===== src/rtl/main_control_fsm.sv =====
// Multi-cycle main control unit for the 16-bit RISC datapath: fetch/decode/exec/mem/wb
// sequencing, ALU class codes, datapath strobes, memory handshake and halt reporting.
module main_control_fsm #(
    parameter int WAIT_MAX = 15,
    parameter int RET_W    = 16
) (
    input  logic             CLK,
    input  logic             RST_N,
    input  logic [3:0]       OPCODE,
    input  logic             ZERO,
    input  logic             MEM_RDY,
    output logic [1:0]       ALU_OP,
    output logic             ALU_SRC,
    output logic             PC_WE,
    output logic [1:0]       PC_SRC,
    output logic             IR_WE,
    output logic             REG_WE,
    output logic             MEM_TO_REG,
    output logic             MEM_RD,
    output logic             MEM_WR,
    output logic             ILLEGAL,
    output logic             BUS_ERR,
    output logic [2:0]       STATE,
    output logic [RET_W-1:0] RETIRED
);

    typedef enum logic [2:0] {
        S_FETCH  = 3'b000,
        S_DECODE = 3'b001,
        S_EXEC   = 3'b010,
        S_MEM    = 3'b011,
        S_WB     = 3'b100,
        S_HALT   = 3'b101
    } state_t;

    localparam logic [3:0] OP_LOAD  = 4'h0;
    localparam logic [3:0] OP_STORE = 4'h1;
    localparam logic [3:0] OP_BEQ   = 4'hA;
    localparam logic [3:0] OP_BNE   = 4'hB;
    localparam logic [3:0] OP_JMP   = 4'hC;
    localparam logic [7:0] WAIT_LAST = 8'(WAIT_MAX - 1);
    localparam logic [RET_W-1:0] RET_ONE = {{(RET_W-1){1'b0}}, 1'b1};

    state_t     state;
    logic [3:0] op_q;
    logic [7:0] wait_cnt;
    logic       timeout;
    logic       op_ls;
    logic       op_rtype;

    // The cycle that would make the count reach WAIT_MAX trips the timeout, unless ready wins.
    assign timeout  = !MEM_RDY && (wait_cnt == WAIT_LAST);
    assign op_ls    = (op_q == OP_LOAD) || (op_q == OP_STORE);
    assign op_rtype = (op_q >= 4'h2) && (op_q <= 4'h9);
    assign STATE    = state;

    always_ff @(posedge CLK or negedge RST_N) begin
        if (!RST_N) begin
            state    <= S_FETCH;
            op_q     <= 4'h0;
            wait_cnt <= 8'd0;
            ILLEGAL  <= 1'b0;
            BUS_ERR  <= 1'b0;
            RETIRED  <= '0;
        end else begin
            case (state)
                S_FETCH: begin
                    if (MEM_RDY) begin
                        wait_cnt <= 8'd0;
                        state    <= S_DECODE;
                    end else if (timeout) begin
                        wait_cnt <= 8'd0;
                        BUS_ERR  <= 1'b1;
                        state    <= S_HALT;
                    end else begin
                        wait_cnt <= wait_cnt + 8'd1;
                    end
                end
                S_DECODE: begin
                    op_q <= OPCODE;
                    if (OPCODE >= 4'hD) begin
                        ILLEGAL <= 1'b1;
                        state   <= S_HALT;
                    end else begin
                        state <= S_EXEC;
                    end
                end
                S_EXEC: begin
                    if (op_ls) begin
                        state <= S_MEM;
                    end else if (op_rtype) begin
                        state <= S_WB;
                    end else begin
                        RETIRED <= RETIRED + RET_ONE;
                        state   <= S_FETCH;
                    end
                end
                S_MEM: begin
                    if (MEM_RDY) begin
                        wait_cnt <= 8'd0;
                        if (op_q == OP_LOAD) begin
                            state <= S_WB;
                        end else begin
                            RETIRED <= RETIRED + RET_ONE;
                            state   <= S_FETCH;
                        end
                    end else if (timeout) begin
                        wait_cnt <= 8'd0;
                        BUS_ERR  <= 1'b1;
                        state    <= S_HALT;
                    end else begin
                        wait_cnt <= wait_cnt + 8'd1;
                    end
                end
                S_WB: begin
                    RETIRED <= RETIRED + RET_ONE;
                    state   <= S_FETCH;
                end
                S_HALT: state <= S_HALT;
                default: begin
                    ILLEGAL <= 1'b1;
                    state   <= S_HALT;
                end
            endcase
        end
    end

    // Strobes are gated by RST_N so nothing is held while reset is asserted.
    always_comb begin
        ALU_OP     = 2'b00;
        ALU_SRC    = 1'b0;
        PC_WE      = 1'b0;
        PC_SRC     = 2'b00;
        IR_WE      = 1'b0;
        REG_WE     = 1'b0;
        MEM_TO_REG = 1'b0;
        MEM_RD     = 1'b0;
        MEM_WR     = 1'b0;
        if (RST_N) begin
            case (state)
                S_FETCH: begin
                    MEM_RD = 1'b1;
                    IR_WE  = MEM_RDY;
                    PC_WE  = MEM_RDY;
                end
                S_EXEC: begin
                    if (op_ls) begin
                        ALU_OP  = 2'b10;
                        ALU_SRC = 1'b1;
                    end else if (op_q == OP_BEQ || op_q == OP_BNE) begin
                        ALU_OP = 2'b01;
                        PC_SRC = 2'b01;
                        PC_WE  = (op_q == OP_BEQ) ? ZERO : !ZERO;
                    end else if (op_q == OP_JMP) begin
                        PC_SRC = 2'b10;
                        PC_WE  = 1'b1;
                    end
                end
                S_MEM: begin
                    ALU_OP  = 2'b10;
                    ALU_SRC = 1'b1;
                    MEM_RD  = (op_q == OP_LOAD);
                    MEM_WR  = (op_q == OP_STORE);
                end
                S_WB: begin
                    REG_WE     = 1'b1;
                    MEM_TO_REG = (op_q == OP_LOAD);
                end
                default: ;
            endcase
        end
    end

endmodule


===== config.mk =====
export PLATFORM = sky130hd
export DESIGN_NAME = main_control_fsm
export DESIGN_NICKNAME = d
export VERILOG_FILES = /design/src/rtl/main_control_fsm.sv
export SDC_FILE = /design/constraint.sdc
export NUM_CORES = 1
export LEC_CHECK = 0
export CAP_MARGIN = 20
export CORE_MARGIN = 1
export CORE_UTILIZATION = 46
export CTS_CLUSTER_DIAMETER = 80
export DETAILED_ROUTE_END_ITERATION = 10
export PLACE_DENSITY = 0.8
export SYNTH_ARGS = -nofsm -noshare
export SYNTH_HDL_FRONTEND = slang
export SYNTH_SLANG_ARGS = --single-unit

===== constraint.sdc =====
create_clock -name CLK -period 1.83 [get_ports CLK]
set_input_delay 0.366 -clock CLK [delete_from_list [all_inputs] [get_ports CLK]]
set_output_delay 0.366 -clock CLK [all_outputs]
set_load 0.02 [all_outputs]

Word-level counts from Yosys, hierarchy flattened --
Cells that the tools add are included.
Operators by class: $lt $le $gt $ge 3, shift operators 0, eq/ne operators 15, reduce and logical (&&, ||, !) cells 14, add/subtract/negate cells 2, $mul 0, divide/modulo/power cells 0, bitwise logic cells 2, muxes and demuxes 45
Operators with widths (count):
- $mux W16 | 4
- $pmux W16 S3 | 1
- $mux W3 | 7
- $mux W1 | 18
- $add A16 B1 Y16 const B | 1
- $mux W8 | 2
- $pmux W3 S5 | 1
- $mux W2 | 7
- $eq A4 B4 Y1 const B | 3
- $ne A2 B2 Y1 const B | 5
- $add A8 B1 Y8 const B | 1
- $eq A8 B4 Y1 const B | 1
- $pmux W1 S2 | 4
- $eq A3 B2 Y1 const B | 2
- $eq A3 B3 Y1 const B | 2
- $reduce_and A5 Y1 | 1
- $reduce_or A5 Y1 | 1
- $eq A4 B1 Y1 const B | 1
- $ge A4 B2 Y1 const B | 1
- $ge A4 B4 Y1 const B | 1
- $le A4 B4 Y1 const B | 1
- $logic_not A4 Y1 | 1
- $pmux W2 S2 | 1
- $eq A3 B1 Y1 const B | 1
- 9 further kinds | 13
Storage, ports and cells: output and inout bits 32, memories 0, latch bits 0, word-level logic and storage cells 87, input bits 8, flip-flop bits (word level) 33, bits in writable memories 0, bits in read-only memories 0

Longest topological paths before layout --
word-level depth 6, gate-level depth with buffers 6, depth with buffers taken out 6

Least setup slack after synthesis --
OpenSTA, ideal clock, no wires.
path kind reg2out, start register state[2], in the netlist STATE[2], end output ALU_OP[1], arrival 1604 ps, buffers on the path 2, setup slack -140 ps, cell stages (with the launch flop) 6, cells stage by stage dfrtp_1 -> clkbuf_1 -> nor2b_1 -> nand2_1 -> a21oi_1 -> buf_4
Between the ends: word-level cells in the longest chain between the ends 3, elaborated cells on any way between the ends 4
Ends and longest elaborated chain:
- start: declaration | RTL line 44 | state_t state;
- start signal: assignment | RTL line 59 | state <= S_FETCH;
- start signal: assignment | RTL line 70 | state <= S_DECODE;
- start signal: assignment | RTL line 74 | state <= S_HALT;
- $eq A3 B2 Y1 | RTL line 140 | case (state)
- $pmux W2 S2 (*) | RTL line 140
- $mux W2 (*) | RTL line 139 | if (RST_N) begin
- end: declaration | RTL line 12 | output logic [1:0] ALU_OP,
Every way passes the cells marked *; elsewhere a longest branch is shown, timed or not.

Worst setup path in the final report --
start register op_q[0], end output PC_WE
Between the ends: word-level cells in the longest chain between the ends 6, elaborated cells on any way between the ends 13
Ends and longest elaborated chain:
- start: declaration | RTL line 45 | logic [3:0] op_q;
- start signal: assignment | RTL line 60 | op_q <= 4'h0;
- start signal: assignment | RTL line 80 | op_q <= OPCODE;
- $eq A4 B4 Y1, on equally long branches | RTL line 154, 150, 153
- $mux W1, or another cell as far along | RTL line 154 | end else if (op_q == OP_JMP) begin
- $mux W1 | RTL line 150 | end else if (op_q == OP_BEQ || op_q == OP_BNE) begin
- $mux W1 (*) | RTL line 147 | if (op_ls) begin
- $pmux W1 S2 (*) | RTL line 140
- $mux W1 (*) | RTL line 139
- end: declaration | RTL line 14 | output logic PC_WE,
Marked as above.

==> reports/summary.md <==
The run finished, with violations left. The checks that failed: negative setup slack. The y dimension of the die works out to 66.15 um.

The number of design rule violations left after detail routing was 0. CTS saw 33 sinks. IR analysis of the VDD net gives a maximum drop of 943.5 uV. The run gives -250.7 ps as the smallest setup slack after layout. The aggregate global routing overflow came out at 0.

In this run the register-to-register setup slack is -200 ps. The Yosys step of the flow raised 0 warnings. The simple logic cell fraction of the synthesized area is 23.33%, and the quantity of I/O buffers inserted on ports is 39. Summing all non-filler instances in the final layout gives an area of 0.003089 mm^2. The peak fanout along the critical path was 6. In this run the remaining antenna-violating nets after routing total 0.

The main combinational cell family by area after synthesis is simple AND/OR/NAND/NOR gates. Initial antenna violation count: 0. The die covers 0.004376 mm^2.

The fraction of the mapped netlist area in compound gates came out at 14.21%. The number of enable flip-flop cells after synthesis was 0; the synthesized flop and latch total was 33. Summing the areas of all fa, ha and maj instances in the mapped netlist gives 1.983% of the synthesized area. Dividing the detail-routed wire length by the instance count gives 21.57 um. The static leakage power was 1.296 nW; the number of clock buffers inserted by TritonCTS was 5. The peak clock frequency supported by timing is 0.4806 GHz. After clock tree synthesis, the flow added hold-fix buffers numbering 0.

The clock tree synthesis step divided the H-tree into 2 levels. The actual slew at the worst max-slew pin was 531.0 ps. The total power of the final layout was 5.450 mW; the final cell count without fillers was 328.

The count of final max-slew check failures was 0. The tools report the via count of the first global-routing pass as 1846. After Yosys synthesis, XOR and XNOR cells account for 10.18% of the synthesized area. For the final database, setup skew stands at 11.03 ps.

The clock passes through at most 2 buffers. After clock tree synthesis, the clock-pin slew on the worst setup and hold paths is 80 ps. After layout, the worst path uses 113.7% of the clock period. The primary flip-flop cell chosen by synthesis mapping was sky130_fd_sc_hd__dfrtp_1.

Across all layers, the routed design uses 2019 vias. The tightest min-delay check is of the primary input to asynchronous set/reset pin type. Routed wire length: 7.075 mm.

Entering global routing, the biggest net connects 32 pins. The tools report the number of violations reported at the end of detailed-routing iteration 0 as 226. For the detailed-router iteration count before antenna repair, the log shows 5. The start of the worst register-to-register path is op_q[2]$_DFFE_PN0P_. The areal power density over the cells is 1764 mW/mm^2. Counting cells, the worst reg-to-reg path comes to 7. The minimum setup slack after placement came out at -667.0 ps. In this run the tightest slew margin relative to its limit is 64.52%. The clock insertion delay at the later pin of the skew report is 300 ps.

Start-to-end type of the worst setup path: flip-flop to output port. For this run, asynchronously set or reset flops after synthesis account for 100.0%. Synthesis produced 193 cells. After detailed routing, the number of vias per cell comes to 6.155. Of the cells placed in the final design, the portion with a size suffix greater than 1 is 42.86%. TritonCTS built the clock tree. The logs give 43 for the unique cell type count in the Yosys netlist and 204 for the net count of the mapped netlist.

In the layout the commonest cells are sky130_fd_sc_hd__buf_4, sky130_fd_sc_hd__dfrtp_1, sky130_fd_sc_hd__clkdlybuf4s50_1, sky130_fd_sc_hd__xor2_1, sky130_fd_sc_hd__nor2_1. STA classifies the critical path endpoint as an output port. Leaving out fill and tap cells, the most frequent cell in the layout is sky130_fd_sc_hd__buf_4. For the worst endpoint data arrival time, the log shows 1710 ps. Across every metal layer, demand over resource in global routing totals 28.01%. Max-cap violations in this run came to 0. In this run the standard cell core region covers 0.003799 mm^2. Routability-driven placement finished with a final weighted congestion of 0.9301. Summing every instance area after synthesis gives 0.001893 mm^2.

The sequential cell area fraction in the yosys report is 43.62%. CTS placed an instance of sky130_fd_sc_hd__clkbuf_8 at the clock tree root. The endpoint identified for the worst register-to-register timing path is RETIRED[6]$_DFFE_PN0P_.

The effective utilization at floorplan was 49.84%. Summed over all nets, the half-perimeter wirelength after detailed placement is 3.307 mm. The antenna diode count is 0. Setup repair after global routing could not meet its margin everywhere. After detailed placement, the total cell area comes to 0.002554 mm^2. The worst setup path is launched from a flip-flop. For the post-layout net count, the log shows 290. The layout overhead on the synthesized area was 63.19%; the required time at the worst-slack endpoint was 1460 ps. The run gives 22 as the number of rows created at floorplan.

In this run the count of I/O pins placed on the die edge is 40. Number of hold-slack violations in the final timing report: 0. Die outline width: 66.15 um. Subtracting the final worst setup slack from the clock period gives 2081 ps. A synthesized cell averages 9.809 um^2. Including well taps, the total number of placed cells is 302.

Setup violations remaining at the end of the flow were counted as 26. The proportion of synthesized area in mux cells is 2.974%, and the global-route wire length before repair is 8.956 mm.
==> layout make-up <==
class / count / area [um^2]
clock buffers: 5 / 68.82
clock inverters: 3 / 65.06
fillers: 218 / 709.4
inverters: 6 / 22.52
multi-input cells: 144 / 1236
flip-flops and latches: 33 / 832.0
well taps: 48 / 60.06
repair buffers: 89 / 804.5
==> logic make-up (layout without fill, tap and decap cells) <==
kind of cell | after synthesis | in the layout
adder cells (fa/ha/maj) | 3 | 3
multiplexers | 5 | 5
XOR/XNOR | 22 | 22
buffers and inverters | 16 | 103
AO/OA/AOI/OAI | 36 | 36
flip-flops | 33 | 33
AND/OR/NAND/NOR | 78 | 78
==> metal layers <==
layer	track usage, %	wire, um
met5	0	0
met4	18.09	412
met3	5.862	441
met2	45.66	3459
met1	33.26	2761
==> power by group <==
part           internal, mW  total (mW)  leakage, nW  switching (mW)
Sequential             1.01        1.44        0.376           0.422
Clock                 0.541       0.842       0.0681           0.300
Combinational          1.49        3.17        0.851            1.68
Total                  3.05        5.45         1.30            2.40
==> how the worst max path moves through the flow <==
stage | start | to | depth (start not counted) | slack [ps]
5_1_grt | wait_cnt[4]$_DFFE_PN0N_ | STATE[2]$_DFF_PN0_ | 4 | -350
6_report | op_q[0]$_DFFE_PN0P_ | PC_WE | 6 | -250
2_1_floorplan | STATE[2]$_DFF_PN0_ | ALU_OP[0] | 4 | -130
4_1_cts | op_q[2]$_DFFE_PN0P_ | PC_WE | 5 | -140
3_3_place_gp | ZERO | PC_WE | 6 | -590
3_5_place_dp | RST_N | MEM_WR | 6 | -670
==> worst max-delay path, stage by stage (launching register included) <==
cell	delay [ps]
sky130_fd_sc_hd__dfrtp_2	480
sky130_fd_sc_hd__buf_4	170
sky130_fd_sc_hd__nor3b_4	230
sky130_fd_sc_hd__o311ai_2	120
sky130_fd_sc_hd__o21ai_1	110
sky130_fd_sc_hd__and3_1	190
sky130_fd_sc_hd__buf_6	120
==> synth_stat cells (3+ instances only) <==
cell type | count | area (um^2)
sky130_fd_sc_hd__ha_1 | 3 | 37.54
sky130_fd_sc_hd__mux2_2 | 5 | 56.30
sky130_fd_sc_hd__and3_1 | 3 | 18.77
sky130_fd_sc_hd__inv_1 | 6 | 22.52
sky130_fd_sc_hd__or2_2 | 3 | 18.77
sky130_fd_sc_hd__nand2_1 | 13 | 48.80
sky130_fd_sc_hd__xnor2_1 | 6 | 52.55
sky130_fd_sc_hd__nor3b_1 | 4 | 30.03
sky130_fd_sc_hd__nand4_1 | 6 | 37.54
sky130_fd_sc_hd__a21oi_1 | 12 | 60.06
sky130_fd_sc_hd__nand3_1 | 11 | 55.05
sky130_fd_sc_hd__clkbuf_1 | 5 | 18.77
sky130_fd_sc_hd__xor2_1 | 16 | 140.1
sky130_fd_sc_hd__nor2b_1 | 4 | 25.02
sky130_fd_sc_hd__nor4_1 | 3 | 18.77
sky130_fd_sc_hd__and4_1 | 3 | 26.28
sky130_fd_sc_hd__dfrtp_1 | 33 | 825.8
sky130_fd_sc_hd__o21ai_0 | 6 | 30.03
sky130_fd_sc_hd__a211oi_2 | 3 | 37.54
sky130_fd_sc_hd__nor3_1 | 4 | 20.02
sky130_fd_sc_hd__nor2_1 | 14 | 52.55
==> stage by stage <==
step / util, % / setup TNS (ps) / hold WS, ps
2_1_floorplan: - / -286.7 / 70.41
3_3_place_gp: 67.23 / -10850 / 439.5
3_5_place_dp: 67.23 / -11240 / 451.2
4_1_cts: 74.37 / -506.2 / 166.3
5_1_grt: 81.32 / -4180 / 195.5
6_report: 81.32 / -3039 / 192.1
==> registers in the layout, indices dropped and copies added, names as in the netlist <==
| name | cells |
|---|---|
| wait_cnt | 8 |
| RETIRED | 16 |
| ILLEGAL | 1 |
| op_q | 4 |
| BUS_ERR | 1 |
| STATE | 3 |
==> what timing repair did <==
action	4_1_cts	5_1_grt
gates resized for setup	82	47
gates cloned	1	0
pin swaps	10	10
buffers inserted	9	10
setup endpoints to repair	21	36
(Power assumes the default switching activity.)
